`src/rtl/shared_unit_arbiter.sv`:
```
// shared_unit_arbiter: round-robin arbiter/sequencer sharing one start/done unit among N requesters
// Ports: clk, reset (async active-low), req[N], gnt[N] one-hot, unit_sel[IW], unit_start pulse,
//        unit_done, busy (START/BUSY/RELEASE), timeout pulse on forced release.
// Optional watchdog: define SHARED_UNIT_ARBITER_TIMEOUT_EN to release BUSY after TIMEOUT cycles.
module shared_unit_arbiter #(
  parameter int N = 4,
  parameter int IW = 2,
  parameter int TIMEOUT = 16
) (
  input  logic          clk,
  input  logic          reset,
  input  logic [N-1:0]  req,
  output logic [N-1:0]  gnt,
  output logic [IW-1:0] unit_sel,
  output logic          unit_start,
  input  logic          unit_done,
  output logic          busy,
  output logic          timeout
);
  typedef enum logic [1:0] {IDLE, START, BUSY, RELEASE} state_t;
  state_t state;
  logic [IW-1:0] ptr, win, idx;
  // Scan downward so the lowest offset from ptr is the last (winning) assignment.
  always_comb begin
    win = ptr;
    idx = ptr;
    for (int i = N - 1; i >= 0; i--) begin
      idx = IW'((int'(ptr) + i) % N);
      win = req[idx] ? idx : win;
    end
  end
`ifdef SHARED_UNIT_ARBITER_TIMEOUT_EN
  logic [7:0] cnt;
`else
  // No watchdog is built; the comparison is constant 0 over the legal TIMEOUT range.
  assign timeout = (TIMEOUT < 0);
`endif
  always_ff @(posedge clk or negedge reset) begin
    if (!reset) begin
      state      <= IDLE;
      ptr        <= '0;
      gnt        <= '0;
      unit_sel   <= '0;
      unit_start <= 1'b0;
      busy       <= 1'b0;
`ifdef SHARED_UNIT_ARBITER_TIMEOUT_EN
      cnt        <= '0;
      timeout    <= 1'b0;
`endif
    end else begin
      unit_start <= 1'b0;
`ifdef SHARED_UNIT_ARBITER_TIMEOUT_EN
      timeout    <= 1'b0;
`endif
      case (state)
        IDLE: if (|req) begin
          state      <= START;
          gnt        <= N'(1) << win;
          unit_sel   <= win;
          ptr        <= IW'((int'(win) + 1) % N);
          unit_start <= 1'b1;
          busy       <= 1'b1;
        end
        START: begin
          state <= BUSY;
`ifdef SHARED_UNIT_ARBITER_TIMEOUT_EN
          cnt   <= '0;
`endif
        end
        BUSY: begin
`ifdef SHARED_UNIT_ARBITER_TIMEOUT_EN
          cnt <= cnt + 8'd1;
          if (unit_done || cnt == 8'(TIMEOUT - 1)) begin
            state   <= RELEASE;
            gnt     <= '0;
            timeout <= !unit_done;
          end
`else
          if (unit_done) begin
            state <= RELEASE;
            gnt   <= '0;
          end
`endif
        end
        default: begin
          state <= IDLE;
          busy  <= 1'b0;
        end
      endcase
    end
  end
endmodule

```
`config.mk`:
```
export PLATFORM = sky130hd
export DESIGN_NAME = shared_unit_arbiter
export DESIGN_NICKNAME = d
export VERILOG_FILES = /design/src/rtl/shared_unit_arbiter.sv
export SDC_FILE = /design/constraint.sdc
export NUM_CORES = 1
export LEC_CHECK = 0
export ABC_AREA = 1
export CAP_MARGIN = 5
export CORE_MARGIN = 2
export CORE_UTILIZATION = 53
export CTS_BUF_LIST = sky130_fd_sc_hd__clkbuf_8
export CTS_CLUSTER_DIAMETER = 100
export DETAILED_ROUTE_END_ITERATION = 10
export HOLD_SLACK_MARGIN = 0.02
export PLACE_DENSITY = 0.81
export SKIP_LAST_GASP = 1
export SLEW_MARGIN = 20
export SYNTH_ARGS = -nofsm -noshare
export SYNTH_HDL_FRONTEND = slang
export SYNTH_SLANG_ARGS = --single-unit
```
`constraint.sdc`:
```
create_clock -name clk -period 1.8 [get_ports clk]
set_input_delay 0.36 -clock clk [delete_from_list [all_inputs] [get_ports clk]]
set_output_delay 0.36 -clock clk [all_outputs]
set_load 0.03 [all_outputs]
```
=== Word-level counts from Yosys, hierarchy flattened ===
Cells that the tools add are included.

* Reductions and logical operators: 8
* Equality and inequality tests: 4
* Order comparisons: 4
* Muxes and demuxes: 22
* Shift-type cells: 1
* Bitwise logic cells: 1
* $add $sub $neg: 4

{| class="wikitable"
|+ Operator list
! operator !! count
|-
| 2-bit by 3-bit < comparator with 1-bit output (second input constant) || 4
|-
| 2-bit two-way mux || 6
|-
| 1-bit binary-select mux with 2-bit select || 4
|-
| 4-bit two-way mux || 2
|-
| 4-bit case mux with 2 select lines || 1
|-
| 1-bit two-way mux || 7
|-
| 2-bit case mux with 3 select lines || 1
|-
| 2-bit AND reduction || 3
|-
| 2-bit by 1-bit adder with 2-bit output (second input constant) || 2
|-
| 2-bit adder (second input constant) || 2
|-
| 2-bit inequality test (second input constant) || 2
|-
| 4-bit OR reduction || 1
|-
| 1-bit by 2-bit << shifter with 4-bit output (first input constant) || 1
|-
| 3-bit AND reduction || 1
|-
| 2-bit by 1-bit equality test with 1-bit output (second input constant) || 1
|-
| 2-bit equality test (second input constant) || 1
|-
| 2-bit zero test || 1
|-
| 1-bit case mux with 2 select lines || 1
|-
| 2-bit nonzero test || 1
|-
| 2-bit OR reduction || 1
|-
| 1-bit NOT || 1
|}

* Register bits after elaboration: 12
* Word-level logic and storage cells: 50
* Output and inout port bits: 9
* Input port bits: 7

=== Logic depth before layout (Yosys ltp) ===
Gate-level depths: netlist of run 1.

* Word-level depth: 10
* Mapped depth: 13

=== Worst setup path before layout of run 1 ===
Ideal clock, no wire load.

* Path type: reg-to-reg
* Start point: reg ptr[0]
* End point: reg unit_sel[0]
* Path slack: 0.442 ns
* Period minus slack after synthesis: 1.358 ns
* Library setup time: 0.119 ns
* Data arrival time: 1.239 ns
* Stages on the path, launching flop included: 12
* Cells stage by stage: dfrtp_1 buf_6 nand2_2 and2_4 nand2_2 nand2_2 clkinv_2 nand2_2 nand2_4 nand2_2 nand2_1 o21a_1

* Longest elaborated chain between the ends: 7
* Elaborated cells on any way between the ends: 15
* Classes of those cells: 3 x add/sub; 12 x mux

{| class="wikitable"
|+ Ends and longest elaborated chain
! what !! RTL line !! RTL
|-
| start, declared || 22 || <nowiki>logic [IW-1:0] ptr, win, idx;</nowiki>
|-
| start signal, assigned || 60 || <nowiki>ptr <= IW'((int'(win) + 1) % N);</nowiki>
|-
| 2-bit adder || 28 || <nowiki>idx = IW'((int'(ptr) + i) % N);</nowiki>
|-
| 1-bit binary-select mux with 2-bit select || 29 || <nowiki>win = req[idx] ? idx : win;</nowiki>
|-
| 1-bit two-way mux (implied by the code) || 29 ||
|-
| 2-bit two-way mux (3 in a row) || 29 ||
|-
| 2-bit two-way mux * || 29 ||
|-
| end signal, assigned || 59 || <nowiki>unit_sel <= win;</nowiki>
|-
| end, declared || 14 || <nowiki>output logic [IW-1:0] unit_sel,</nowiki>
|}

Mark *: on every way between the ends. The rest lies on a longest branch, timed or not. The select of a mux whose other input is x is not followed.
A chain may end at the register's enable or synchronous reset.

=== Worst setup path after layout of run 1 ===
* Start point: in req[0]
* End point: reg unit_sel[0]

* Longest elaborated chain between the ends: 6
* Elaborated cells on any way between the ends: 14
* Classes of those cells: 12 x mux; 2 x reduce/logical

{| class="wikitable"
|+ Ends and longest elaborated chain
! what !! RTL line !! RTL
|-
| start, declared || 12 || <nowiki>input logic [N-1:0] req,</nowiki>
|-
| 1-bit binary-select mux with 2-bit select || 29 ||
|-
| 1-bit two-way mux (implied by the code) || 29 ||
|-
| 2-bit two-way mux (4 in a row) || 29 ||
|}

Parallel ways exist; a longest one is shown, timed or not. The select of a mux whose other input is x is not followed.

==> results of run 1 <==
[timing repair]
item,in CTS,in global routing
setup endpoints to repair,0,2
setup buffers,0,0
gates resized for setup,0,1
[stage by stage]
stage	worst slack, ns	cell area (um2)	std cells	setup TNS, ns	hold WS (ns)
2_1_floorplan	0.4424	839.6	112	0	0.06441
3_5_place_dp	-0.1083	1018	145	-0.7132	0.4796
3_3_place_gp	-0.07947	1018	145	-0.4079	0.4646
5_1_grt	0.007427	1066	148	0	0.5192
6_report	0.1389	1066	148	0	0.4659
4_1_cts	0.1236	1060	148	0	0.4943
[state kept, by name, summed over array words and instances (netlist names)]
register / count
gnt: 4
ptr: 2
state: 2
unit_sel: 2
busy: 1
unit_start: 1
[final cells by class]
cell class,count,area share
well taps,16,0.01878
clock buffers,3,0.03873
inverters,18,0.06455
repair buffers,19,0.1667
multi-input cells,80,0.4296
flip-flops and latches,12,0.2817
[routing by layer]
layer  global-route usage  wire length, um  part of all wire
met1               0.2507              733              0.41
met5                    0                0                 0
met4               0.1030               44             0.025
met3              0.03750              101             0.056
met2               0.3765              913              0.51
[where the power goes]
part           switching (uW)  leakage [uW]  internal (uW)  total [uW]
Clock                     102     0.0000216            148         249
Sequential                105      0.000151            387         491
Combinational             912      0.000376            565        1480
Total                    1120      0.000549           1100        2220
[Yosys cell counts, types with 2 or more instances]
master    n  area (um2)
dfrtp_1  12       300.3
o21ai_2   3       26.28
nand3_1   6       30.03
nand2_2  12       75.07
o21ai_1   4       20.02
nand2_4   3       33.78
nand3_2   3       30.03
nor2_2    2       12.51
ha_1      3       37.54
o21ai_0   4       20.02
inv_2     6       22.52
nand2_1  34       127.6
inv_1    11       41.29
[logic make-up (layout without fill, tap and decap cells)]
logic type | count (synthesis) | count (layout) | synth area share
AOI/OAI and AO/OA | 13 | 13 | 0.09540
adders and majority gates | 3 | 3 | 0.04471
buffers and inverters | 20 | 40 | 0.1043
DFF | 12 | 12 | 0.3577
other | 1 | 1 | 0.004467
and+or+nand+nor | 63 | 63 | 0.3934
[worst paths after layout]
path / from / endpoint / slack (ns) / cells after the start
setup / recovery: req[0] / unit_sel[0] / 0.14 / 13
hold / removal: reset / state[1] / 0.47 / 1
setup reg to reg: ptr[0] / unit_sel[0] / 0.14 / 12
hold reg to reg: gnt[3] / gnt[3] / 0.49 / 2
max in group asynchronous: reset / unit_sel[1] / 0.97 / 1
min in group clk: gnt[3] / gnt[3] / 0.49 / 2
==> impl_results.md, run 1 <==
* Status: complete, no violations
* Post-synth ARST share at 1.000
* H-tree levels at 1
* Antenna Violating Nets Remaining at 0
* Final HPWL DP at 1.333 mm
* Post-route clock skew at 0.005195 ns
* Synthesized flop and latch total at 12
* Max-slew violation count at 0
* CP max-delay cell: clkdlybuf4s50_1
* Fillers at 111
* Largest net degree at the start of global routing at 13
* Reg area at 300.3 um2
* Final wirelength at between 1.5 and 2 mm
* Diode count at 0
* Min-Delay Path Class: in2async
* Critical path arrival at 1.80 ns
* Area grow syn2layout at 26.97%
* Syn Nets at 122
* Avg WL per Cell at 12.11 um
* Most frequent cells in the layout: 34 x nand2_1, 14 x clkdlybuf4s50_1, 12 x nand2_2, 12 x dfrtp_1, 11 x inv_1
* Final core occ at 0.7160
* Synth Warn # at 0
* CP Class: in2reg
* CTS sink cnt at 12
* Row cnt at 14
* Worst path max stage delay at 0.54 ns
* CORE AREA at 1489 um2
* Layout cells sized above 1 at 0.3030
* Worst-Margin Slew at 0.5389 ns
* Port bufs at 14
* Layout net count at 144
* Synthesized area per cell at 7.496 um2
* Initial antenna violation count at 0
* Netlist cell types at 22
* Via-to-Cell Ratio at between 5 and 6
* Hold_buf cts at 0
* Number of flops mapped to enable cells by yosys at 0
* Fmax at around 0.6 GHz
* Worst-path clk slew at 0.05 ns
* GRT Util Overall at 0.2148
* Final hold violations at 0
* Post-layout minimum cycle time at 1.661 ns
* Worst vdd ir at approximately 1100 uV
* Worst setup EP type: flip-flop
* Total CTS buffers at 3
* 1st-pass router iterations at 4
* Initial Utilization at 0.5639
* Total Power at 2217 uW
* Top-level I/O count at 16
* Power per cell area at 2080 nW/um2
* Congestion Overflow GR at 0
* First-pass GRT wire length at between 3 and 4 mm
* Vias in the first global route at 747
* Iter 0 DRT Violations at 14
* Global placement routability congestion at 0.8418
* CP top delay family: simple AND/OR/NAND/NOR gates
* Sequential area share after synthesis at 0.3577
* Commonest non-fill, non-tap cell in the layout: nand2_1
* Die ar. at 1918 um2
* Leakage at 0.0005487 uW
* # setup viols final at 0
* CP Launch Type: primary input
* Fin crit share at 0.9228
* Max cap viols at 0
* Buf+Inv Stages, Crit Path at 3
* Root buffer cell: clkbuf_8
* Area taken by multi-input logic gates at roughly 460 um2
* Post-Synthesis Cells at 112
* CP Max Fanout at 3
* Drc violations at 0
* Synth Cell Area at 839.6 um2
* Clock latency on the worst-skew pair at ~0.25 ns
* Max_slew headroom at 0.6396
* CTS tree: yes
* Critical Path RT at 1.94 ns
* CTS max path bufs at 2
* Primary FF master, synth: dfrtp_1
* Die height at approximately 44 um
* RSZ-0062 raised after global routing: no
* Die X at roughly 44 um
* CP Cell Sequence: clkdlybuf4s50_1 -> inv_1 -> nand2_1 -> nand3_1 -> nand2_1 -> inv_2 -> nand2_2 -> nand2_4 -> nand2_2 -> nand2_4 -> nand2_2 -> nand2_1 -> o21a_1
* Via count at 779
(Power assumes the default switching activity.)
==> run 2, diff against run 1 <==
Settings changed: CORE_UTILIZATION 53 to 57, PLACE_DENSITY 0.81 to 0.86, SETUP_SLACK_MARGIN from default to 0.05.
Clock period 1.8 ns to 2 ns, I/O delays scaled along.
==> impl_results.md, run 2 (synthesis gave the netlist of run 1 again) <==
* Most frequent cells in the layout: 34 x nand2_1, 14 x clkdlybuf4s50_1, 12 x nand2_2 (was 34 x nand2_1, 14 x clkdlybuf4s50_1, 12 x nand2_2, 12 x dfrtp_1, 11 x inv_1)
* Worst-path clk slew at 0.05 ns (about the same)
* Die height at 42.38 um (was 43.80 um)
* Initial Utilization at 0.6295 (was 0.5639)
* Fmax at 0.5696 GHz
* Max reg flops at 4 (unchanged)
* Max cap viols at 0 (unchanged)
* Layout cells sized above 1 at 0.2813 (was 0.3030)
* Post-CTS Setup Inserts at 0 (unchanged)
* CP Max Fanout at 3 (unchanged)
* Root buffer cell: clkbuf_8 (unchanged)
* Initial antenna violation count at 0 (unchanged)
* Row cnt at 13 (was 14)
* Leakage at 0.0005296 uW (was 0.0005487 uW)
* Global placement routability congestion at 0.8941 (was 0.8418)
* Avg WL per Cell at 12.52 um (was 12.11 um)
* Final HPWL DP at 1.381 mm (was 1.333 mm)
* Min-Delay Path Class: reg2reg (was in2async)
* Fin crit share at 0.8779
* Port bufs at 14 (unchanged)
* Vias in the first global route at 747 (unchanged)
* CTS tree: yes (unchanged)
* Final hold violations at 0 (unchanged)
* H-tree levels at 1 (unchanged)
* Post-Route Setup TNS at 0 ns (unchanged)
* First-pass GRT wire length at 3.194 mm (was 3.036 mm)
* Die X at 42.38 um (was 43.80 um)
* Hold_buf cts at 0 (unchanged)
* # setup viols final at 0 (unchanged)
* Worst vdd ir at 1185 uV (was 1059 uV)
* Via count at 734 (was 779)
* CTS sink cnt at 12 (unchanged)
* Post-route clock skew at 0.007138 ns (was 0.005195 ns)
* CTS max path bufs at 2 (unchanged)
* Drc violations at 0 (unchanged)
* Status: complete, no violations (unchanged)
* Post-layout minimum cycle time at 1.756 ns
* CP Launch Type: primary input (unchanged)
* Total CTS buffers at 3 (unchanged)
* Die ar. at 1796 um2 (was 1918 um2)
* Power per cell area at 1930 nW/um2 (was 2080 nW/um2)
* Layout net count at 139 (was 144)
* CP Class: in2reg (unchanged)
* DP Worst Slack at 0.03352 ns (was -0.1083 ns)
* GRT Util Overall at 0.2332 (was 0.2148)
* Max_slew headroom at 0.6425 (was 0.6396)
* Via-to-Cell Ratio at 5.133 (was 5.264)
* Clock latency on the worst-skew pair at 0.24 ns (was 0.25 ns)
* Area grow syn2layout at 23.40% (was 26.97%)
* Worst-Margin Slew at 0.5346 ns (was 0.5389 ns)
* Diode count at 0 (unchanged)
* CORE AREA at 1334 um2 (was 1489 um2)
* Top-level I/O count at 16 (unchanged)
* Critical Path RT at 2.13 ns (was 1.94 ns)
* Antenna Violating Nets Remaining at 0 (unchanged)
* Commonest non-fill, non-tap cell in the layout: nand2_1 (unchanged)
* Gates resized, CTS repair at 0 (unchanged)
* 1st-pass router iterations at 5 (was 4)
* Critical path arrival at 1.88 ns (was 1.80 ns)
* Congestion Overflow GR at 0 (unchanged)
* Iter 0 DRT Violations at 15 (was 14)
* Final core occ at 0.7767 (was 0.7160)
* Final worst slack at 0.2443 ns (was 0.1389 ns)
* RSZ-0062 raised after global routing: no (unchanged)
* Worst setup EP type: flip-flop (unchanged)
* Max-slew violation count at 0 (unchanged)
* Largest reg by FF count: gnt (unchanged)
* Final wirelength at 1.790 mm (was 1.792 mm)
* Largest net degree at the start of global routing at 13 (unchanged)
## run 2: cell types whose count changed in the layout (fill, tap and decap cells not counted)
| cell | delta |
|---|---|
| clkbuf_8 | +1 |
| buf_4 | -5 |
| nor4_1 | +1 |
| dfrtp_1 | -1 |
| nor4_2 | -1 |
| dfrtp_2 | +1 |
## run 2: layout make-up
| cell class | instances | area [um2] |
|---|---|---|
| clock buffers | 4 | 55.05 |
| fillers | 99 | 297.8 |
| inverters | 18 | 68.82 |
| multi-input cells | 80 | 451.7 |
| flip-flops and latches | 12 | 301.5 |
| well taps | 15 | 18.77 |
| repair buffers | 14 | 140.1 |
## run 2: metal layers
| metal | track usage | part of all wire |
|---|---|---|
| met1 | 0.2935 | 0.42 |
| met4 | 0.05000 | 0 |
| met3 | 0.07328 | 0.059 |
| met2 | 0.3908 | 0.52 |
| met5 | 0 | 0 |
## run 2: per-stage QoR
step | cell area [um2] | instances | total power, uW | hold slack [ns]
after detailed placement | 979.7 | 139 | 1712 | 0.4681
after CTS | 1035 | 143 | 1999 | 0.5002
after global routing | 1036 | 143 | 2176 | 0.5243
after global placement | 979.7 | 139 | 1672 | 0.4707
after floorplan | 839.6 | 112 | 1433 | 0.1044
final | 1036 | 143 | 2000 | 0.4902
## run 2: path summary, 6_finish.rpt
kind | start | end | slack [ns] | cells after the start
max in group asynchronous | reset | ptr[0] | 1.11 | 1
min in group asynchronous | reset | state[0] | 0.51 | 1
setup reg to reg | ptr[0] | ptr[1] | 0.28 | 12
hold reg to reg | busy | busy | 0.49 | 2
setup / recovery | req[0] | ptr[1] | 0.24 | 14
hold / removal | busy | busy | 0.49 | 2
## run 2: report_power, final
| part | switching [uW] | total [uW] | internal, uW |
|---|---|---|---|
| logic | 823 | 1290 | 463 |
| registers | 104 | 455 | 350 |
| clock network | 85.6 | 259 | 174 |
| total | 1010 | 2000 | 987 |
## run 2: critical path, stage by stage
cell and delay, ns:
clkdlybuf4s50_1 0.52, inv_1 0.06, nand2_1 0.07, nand3_1 0.11
nand2_1 0.11, inv_2 0.04, nand2_2 0.06, nand2_4 0.06
nand2_2 0.09, nand2_1 0.07, nand3_2 0.08, nand2_1 0.07
nand2_1 0.07, nand2_1 0.06
